--- src/rtl/param_reg_ram.sv ---
// param_reg_ram: parametrised single-port RAM with hardware clear sweep, busy flag and optional registered read
module param_reg_ram #(
   parameter int WIDTH   = 16,
   parameter int ADDR_W  = 3,
   parameter bit REG_OUT = 1'b0
) (
   input  logic              clk,
   input  logic              rst_n,
   input  logic [WIDTH-1:0]  in,
   input  logic              load,
   input  logic [ADDR_W-1:0] address,
   output logic [WIDTH-1:0]  out,
   output logic              busy
);
   localparam int DEPTH = 2**ADDR_W;
   typedef enum logic {CLEAR, READY} state_t;
   state_t state, state_d;
   logic [ADDR_W-1:0] clr_addr;
   logic [WIDTH-1:0] mem [DEPTH];
   always_comb begin
      state_d = state;
      if (state == CLEAR && clr_addr == '1) state_d = READY;
   end
   always_ff @(posedge clk) begin
      if (!rst_n) begin
         state    <= CLEAR;
         clr_addr <= '0;
      end else begin
         state <= state_d;
         if (state == CLEAR) clr_addr <= clr_addr + 1'b1;
      end
   end
   always_ff @(posedge clk) begin
      if (rst_n) begin
         if (state == CLEAR) mem[clr_addr] <= '0;
         else if (load) mem[address] <= in;
      end
   end
   assign busy = !rst_n || state == CLEAR;
   generate
      if (REG_OUT) begin : g_reg
         logic [WIDTH-1:0] out_q;
         // read-first: samples the word before any same-edge write lands
         always_ff @(posedge clk) out_q <= busy ? '0 : mem[address];
         assign out = busy ? '0 : out_q;
      end else begin : g_comb
         assign out = busy ? '0 : mem[address];
      end
   endgenerate
endmodule

--- config.mk ---
export PLATFORM = sky130hd
export DESIGN_NAME = param_reg_ram
export DESIGN_NICKNAME = d
export VERILOG_FILES = /design/src/rtl/param_reg_ram.sv
export SDC_FILE = /design/constraint.sdc
export NUM_CORES = 1
export LEC_CHECK = 0
export ABC_AREA = 1
export BUFFER_PORTS_ARGS = -buffer_cell sky130_fd_sc_hd__buf_2
export CAP_MARGIN = 20
export CORE_MARGIN = 3
export CORE_UTILIZATION = 30
export CTS_BUF_LIST = sky130_fd_sc_hd__clkbuf_16
export CTS_CLUSTER_SIZE = 16
export DETAILED_ROUTE_END_ITERATION = 10
export GPL_TIMING_DRIVEN = 0
export PLACE_DENSITY_LB_ADDON = 0.3
export SYNTH_ARGS = -nofsm -noshare
export SYNTH_HDL_FRONTEND = slang
export SYNTH_SLANG_ARGS = --single-unit
--- constraint.sdc ---
create_clock -name clk -period 5.5 [get_ports clk]
set_input_delay 0.55 -clock clk [delete_from_list [all_inputs] [get_ports clk]]
set_output_delay 0.55 -clock clk [all_outputs]
set_load 0.01 [all_outputs]
==> out/qor.txt, run 1 <==
clock latency on the worst-skew pair: 420 ps
Hold Crit Class: in2reg
initial antenna violation count: 0
n_diodes: 0
Post-CTS Hold Buffers: 0
status: complete, no violations
vias in the first global route: 3899
Cell Area, Synth: 6010 µm²
CTS HTree Levels: 4
Simple-Gate Fraction of Synth Area: 22.0%
Synth area leaders: edfxtp_1 (64%), nand2_1 (11%), inv_1 (9.4%), nand3_1 (6.8%), nor2_1 (3.5%)
Post-DRT Antenna Nets: 0
routed len/inst: 14.6 µm
nets: 726
Final Max Slew Viols: 0
first-pass GRT wire length: 21800 µm
achievable clock frequency: 0.390 GHz
CP required: 4950 ps
total wire length: 14300 µm
#FFs+latches synth: 132
CTS tree: yes
Vias/cell: 4.11
Pre-antenna DRT Iters: 4
post-synthesis compound-gate area fraction: 0.728%
top fanout value on the critical path: 10
die area: 21800 µm²
final worst path period share: 46.6%
post-synthesis sequential area ratio: 65.3%
Tot GR Track Use: 13.6%
Clock Path Buffers: 2
most common cell in the netlist: nand2_1
Design Power: 2.48 mW
min cycle time layout: 2560 ps
number of enable flip-flop cells after synthesis: 128
Worst-path clk slew: 60 ps
cells after synthesis: 639
slew margin rel.: 53.0%
Area Overhead vs Synth: 21.5%
post-layout util: 37.3%
RD Place Congestion: 0.746
dpl cells: 948
Detail Placement HPWL: 9650 µm
max_cap viols: 0
static leakage: 3.40 nW
syn_area_per_cell: 9.41 µm²
R2R Setup Slk: 3360 ps
Setup Skew: 4.86 ps
largest net degree at the start of global routing: 17
I/O pins: 39
Synth top area share: 63.9%
gr ovfl total: 0
cell taking the most area after synthesis: edfxtp_1
final instance count without filler cells: 980
XOR/XNOR share of the synthesized area: 0%
setup violators final: 0
Starting Density: 30.7%
# rows: 51
CTS Buf Count: 17
Netlist cell types: 20
width of the die: 148 µm
Post-Synth Adder-Cell Area: 0.416%
Die Ht: 148 µm
Post-synth top cells: nand2_1 (175), inv_1 (150), edfxtp_1 (128), nand3_1 (82), nor2_1 (56)
Synth warnings: 0
asr flop ratio synth: 0%
syn nets: 663
CTS sink cnt: 132
power density over the cells: 339 nW/µm²
clk root buf: clkbuf_16
worst setup path class: in2out
Hold Vio Cnt, Final: 0
main combinational cell family by area after synthesis: simple AND/OR/NAND/NOR gates
startpoint types: input pin
total number of vias: 4029
initial drt markers: 276
post-cts resize count: 0
PortBufs: 36
VDD IR-drop max: 0.207 mV
RSZ-0062 raised after global routing: no
Least-Margin Pin Slew: 705 ps
proportion of synthesized area in mux cells: 0%
Post-CTS Setup Bufs: 0
ys flop type: edfxtp_1
DRC: 0
WP data arrival: 2010 ps
TNS Setup: 0 ps
CP Capture Type: output port
Core Area: 19600 µm²
fraction of layout cells with a size suffix above 1: 14.3%
==> critical path: stages <==
cell and delay [ps]:
buf_2 130, inv_2 160, buf_1 570, nand2_1 110, nand3_1 120, nand2_1 60
nor2_1 80, nor2_1 80, buf_2 140
==> registers in the layout (all words and copies together), names as in the netlist <==
| signal | flops |
|---|---|
| state | 1 |
| mem | 128 |
| clr_addr | 3 |
==> per-stage QoR <==
step	setup slack [ps]	hold WS [ps]	cell area, µm²
floorplan	3260	460	6010
global placement	2060	484	6520
detailed placement	2840	486	6670
CTS	2950	426	7310
global route	2840	442	7310
finish	2940	440	7310
==> area by class of cell <==
cell class,instances,area (µm²)
clock buffer,17,425
multi-input combinational,328,1410
sequential,132,3920
clock inverter,15,213
buffer,27,124
fill,1956,12300
timing repair buffer,44,305
inverter,152,573
tap,265,332
==> logic make-up after synthesis <==
logic type,Yosys count
and+or+nand+nor,318
adders and majority gates,2
buffers and inverters,179
AOI/OAI and AO/OA,8
DFF,132
==> where the power goes <==
part / switching [mW] / leakage, nW / internal (mW)
Sequential: 0.00591 / 1.13 / 1.12
Combinational: 0.0972 / 1.98 / 0.0434
Clock: 0.418 / 0.294 / 0.798
Total: 0.521 / 3.40 / 1.96
==> path summary, 6_finish.rpt <==
kind,from,cells past startpoint,endpoint
max,address[0],9,out[14]
min,rst_n,3,state
max reg2reg,state,8,mem[7][0]
min reg2reg,clr_addr[0],2,clr_addr[0]
==> per-layer routing <==
metal / GRT usage (%) / vias up / wire length, µm / part of all wire, %
li1: - / 2110 / - / -
met2: 23.0 / 108 / 7160 / 50
met4: 3.91 / 0 / 158 / 1.1
met3: 3.83 / 8 / 836 / 5.8
met1: 17.1 / 1803 / 6190 / 43
met5: 0 / - / 0 / 0
==> layout by cell type, fill, tap and decap left out, types with 2 or more instances in the layout <==
cell type,Yosys,layout
nand2_1,175,175
inv_1,150,150
edfxtp_1,128,128
nand3_1,82,82
buf_2,12,48
nor2_1,56,48
clkbuf_16,0,17
clkbuf_1,9,9
nor2_2,0,8
o21ai_0,6,6
buf_1,5,5
bufinv_16,0,5
clkinvlp_4,0,5
buf_8,0,5
dfxtp_1,4,4
buf_6,1,3
clkinv_1,0,3
nand2_2,2,2
ha_1,2,2
No activity file was read; power rests on OpenSTA's default activity.
==> inputs of run 2 (changes only) <==
clock period = 2.15 ns   (was 5.5 ns; I/O delays follow)
==> out/qor.txt, run 2 (synthesis results as in run 1) <==
CP required: 2260 ps
largest reg by FF count: mem
reg-to-reg endpoint: mem[6][7]
hold_sp: rst_n
achievable clock frequency: 0.478 GHz
CTS Buf Count: 17
Pre-antenna DRT Iters: 4
routed len/inst: 14.6 µm
hold depth: 3
worst setup path class: reg2reg
Comb power frac: 5.8%
Area Overhead vs Synth: 22.0%
CTS HTree Levels: 4
total number of vias: 4012
max reg flops: 128
largest net degree at the start of global routing: 17
clock latency on the worst-skew pair: 420 ps
Psw: 1.34 mW
pre-CTS setup slack: -174 ps
commonest non-fill, non-tap cell in the layout: nand2_1
CP Capture Type: flop
Post-CTS Setup Bufs: 0
Worst-path clk slew: 60 ps
nets: 726
Multi-input gate area: 1440 µm²
status: complete, no violations
Hold Vio Cnt, Final: 0
post-layout util: 37.5%
start of the worst register-to-register path: state
Internal: 5.01 mW
VDD IR-drop max: 0.518 mV
Final Max Slew Viols: 0
leading registers by flop count: mem x128, clr_addr x3, state x1
Hold Path Sink: state
die area: 21800 µm²
WP data arrival: 2200 ps
initial antenna violation count: 0
min cycle time layout: 2090 ps
vias in the first global route: 3901
R2R depth: 8
clk root buf: clkbuf_16
CTS tree: yes
RD Place Congestion: 0.746
Setup Skew: 17.5 ps
# rows: 51
power density over the cells: 865 nW/µm²
startpoint types: flop
FILL cells: 1950
total wire length: 14400 µm
Post-CTS Hold Buffers: 0
PortBufs: 36
slew margin rel.: 53.1%
gr ovfl total: 0
RSZ-0062 raised after global routing: yes
I/O pins: 39
Core Area: 19600 µm²
first-pass GRT wire length: 21800 µm
Flop pwr share: 45.3%
Vias/cell: 4.09
Least-Margin Pin Slew: 704 ps
most frequent cells in the layout: nand2_1 (175), inv_1 (150), edfxtp_1 (128), nand3_1 (82)
final worst path period share: 97.4%
Die Ht: 148 µm
n_diodes: 0
Hold Crit Class: in2reg
Post-DRT Antenna Nets: 0
clock power share: 49.0%
Starting Density: 30.7%
Design Power: 6.35 mW
width of the die: 148 µm
R2R Setup Slk: 60 ps
DRC: 0
setup violators final: 0
Setup WS post-layout: 56.1 ps
top fanout value on the critical path: 11
Clock Path Buffers: 2
Detail Placement HPWL: 9650 µm
CTS sink cnt: 132
FF+latch area: 3920 µm²
initial drt markers: 314
static leakage: 3.40 nW
max_cap viols: 0
fraction of layout cells with a size suffix above 1: 14.3%
TNS Setup: 0 ps
Tot GR Track Use: 13.6%
switching share of total power: 21.1%
==> run 2: cell counts in the layout (fill, tap and decap cells not counted) <==
Identical to the previous run, type by type.
==> run 2: worst max-delay path, cell delays in order, from the launching register on <==
cell,delay (ps)
dfxtp_1,400
nand2_4,110
inv_4,140
nand2_2,70
buf_6,150
nand2_2,70
nand3_2,170
nor2_2,440
buf_8,230
==> run 2: power groups by stage <==
| stage | Combinational [mW] | Sequential, mW | Clock [mW] |
|---|---|---|---|
| 3_5_place_dp | 0.365 | 2.93 | 0 |
| 2_1_floorplan | 0.219 | 2.92 | 0 |
| 3_3_place_gp | 0.338 | 2.93 | 0 |
| 6_report | 0.367 | 2.87 | 3.11 |
| 4_1_cts | 0.371 | 2.87 | 3.13 |
| 5_1_grt | 0.415 | 2.88 | 3.25 |
==> run 2: worst max-delay path by stage <==
stage,from,endpoint,slack (ps),cells after the start
6_report,state,mem[6][7],60,8
3_5_place_dp,address[0],mem[7][11],-170,8
2_1_floorplan,state,mem[0][0],110,7
5_1_grt,state,mem[6][9],-40,8
3_3_place_gp,address[0],mem[5][10],-960,7
4_1_cts,state,mem[4][8],40,8
==> run 2: repair_timing <==
action                                 CTS  global route
gates resized for setup                  3             3
setup endpoints to repair               17            46
endpoints found under the hold margin    0             0
==> run 2: layout make-up <==
class                           count  share of cell area, %
Inverter                          152                   7.81
Sequential cell                   132                   53.5
Clock inverter                     15                   2.90
Clock buffer                       17                   5.80
Timing Repair Buffer               44                   4.16
Tap cell                          265                   4.52
Multi-Input combinational cell    328                   19.6
Buffer                             27                   1.69
==> run 2: stage by stage <==
| step | std cells | instance area [µm²] | hold WS [ps] |
|---|---|---|---|
| 5_1_grt | 980 | 7340 | 107 |
| 6_report | 980 | 7340 | 100 |
| 2_1_floorplan | 639 | 6010 | 322 |
| 4_1_cts | 980 | 7320 | 91.1 |
| 3_3_place_gp | 940 | 6520 | 484 |
| 3_5_place_dp | 948 | 6670 | 486 |
==> run 2: layer usage <==
layer	vias up	global-route usage, %	wire, µm
met4	0	3.91	116
li1	2106	-	-
met3	4	3.83	704
met1	1809	17.1	6260
met5	-	0	0
met2	93	23.0	7270
==> inputs of run 3 (changes only) <==
CORE_UTILIZATION = 42   (was 30)
==> out/qor.txt, run 3 (synthesis results as in run 1) <==
Starting Density: 43.1%
routed len/inst: 15.6 µm
static leakage: 3.38 nW
worst setup path class: reg2reg
post-cts resize count: 0
FILL cells: 1239
Least-Margin Pin Slew: 668 ps
max_cap viols: 0
Setup Skew: 5.85 ps
leading registers by flop count: mem x128, clr_addr x3, state x1
CTS Buf Count: 17
gr ovfl total: 0
# rows: 43
Slowest cell on crit path: dfxtp_1
largest net degree at the start of global routing: 17
CTS HTree Levels: 4
TNS Setup: 0 ps
Setup WS post-layout: 126 ps
power density over the cells: 830 nW/µm²
WP data arrival: 2150 ps
total wire length: 14000 µm
achievable clock frequency: 0.494 GHz
VDD IR-drop max: 0.551 mV
Post-CTS Setup Bufs: 0
clk root buf: clkbuf_16
status: complete, no violations
slew margin rel.: 55.5%
Post-DRT Antenna Nets: 0
total number of vias: 4264
Worst path max stage delay: 400 ps
CTS tree: yes
CP Capture Type: flop
die area: 15800 µm²
Tot GR Track Use: 18.5%
Area Overhead vs Synth: 18.6%
Vias/cell: 4.76
Hold Crit Class: in2reg
setup violators final: 0
final instance count without filler cells: 895
nets: 726
met2 GRT Util: 30.5%
WP buf/inv: 3
RSZ-0062 raised after global routing: no
met3 Usage GRT: 4.20%
n_diodes: 0
critical path cell sequence: nand2_4 > inv_4 > nand2_2 > buf_6 > o21ai_2 > nand2_1 > nor2_2 > buf_8
Largest delay share family, worst path: simple AND/OR/NAND/NOR gates
dpl cells: 863
vias in the first global route: 4179
Die Ht: 126 µm
Most Used Layer, Global Route: met2
pre-CTS setup slack: -29.3 ps
commonest non-fill, non-tap cell in the layout: nand2_1
CP required: 2270 ps
FF+latch area: 3920 µm²
final worst path period share: 94.2%
fraction of layout cells with a size suffix above 1: 13.7%
Clock Path Buffers: 2
critical path launch point: state
first-pass GRT wire length: 22000 µm
width of the die: 126 µm
Hold Vio Cnt, Final: 0
top fanout value on the critical path: 11
Multi-input gate area: 1410 µm²
RD Place Congestion: 0.787
initial drt markers: 485
largest reg by FF count: mem
Post-CTS Hold Buffers: 0
Final Max Slew Viols: 0
most frequent cells in the layout: nand2_1 (175), inv_1 (152), edfxtp_1 (128), nand3_1 (82)
clock latency on the worst-skew pair: 420 ps
M1 GR Usage: 24.6%
PortBufs: 36
Worst-path clk slew: 50 ps
I/O pins: 39
initial antenna violation count: 0
min cycle time layout: 2020 ps
hold_sp: rst_n
max reg flops: 128
start of the worst register-to-register path: state
Design Power: 5.92 mW
startpoint types: flop
Detail Placement HPWL: 9320 µm
CTS sink cnt: 132
Pre-antenna DRT Iters: 5
Core Area: 13900 µm²
DRC: 0
-- run 3: cell count changes in the layout (fill, tap and decap cells not counted), sizes merged --
cell	previous run	this run
inv	152	154
clkinvlp	5	3
clkinv	5	8
bufinv	5	2
-- run 3: path summary, 6_finish.rpt --
path,slack (ps),cells after the start,end
worst min register to register,510,2,clr_addr[0]
worst max register to register,130,8,mem[1][8]
worst min-delay path,100,3,state
worst max-delay path,130,8,mem[1][8]
-- run 3: power by group --
group | internal (mW) | switching [mW] | total [mW]
Clock | 1.66 | 1.02 | 2.68
Combinational | 0.113 | 0.250 | 0.363
Sequential | 2.86 | 0.0164 | 2.88
Total | 4.64 | 1.28 | 5.92
-- run 3: area by class of cell --
| cell class | count | area share, % |
|---|---|---|
| plain buffers | 27 | 1.74 |
| clock buffers | 17 | 5.96 |
| clock inverters | 15 | 1.74 |
| inverters | 152 | 8.04 |
| multi-input cells | 328 | 19.8 |
| flip-flops and latches | 132 | 55.0 |
| well taps | 180 | 3.16 |
| repair buffers | 44 | 4.56 |
-- run 3: worst min-delay path, delay by kind of cell --
| kind | cells | cell delay, ps |
|---|---|---|
| buffers and inverters | 1 | 140 |
| and+or+nand+nor | 2 | 110 |
-- run 3: metal layers --
layer  share of wire (%)  wire (µm)
met3                 7.1        987
met4                 1.4        198
met2                  49       6860
met1                  42       5930
met5                   0          0
-- run 3: metrics by stage --
| step | utilization [%] | hold slack (ps) | instance area (µm²) |
|---|---|---|---|
| final | 51.2 | 102 | 7130 |
| after floorplan | - | 322 | 6010 |
| after detailed placement | 47.2 | 505 | 6580 |
| after global placement | 46.1 | 481 | 6420 |
| after CTS | 51.2 | 82.1 | 7130 |
| after global routing | 51.2 | 108 | 7130 |
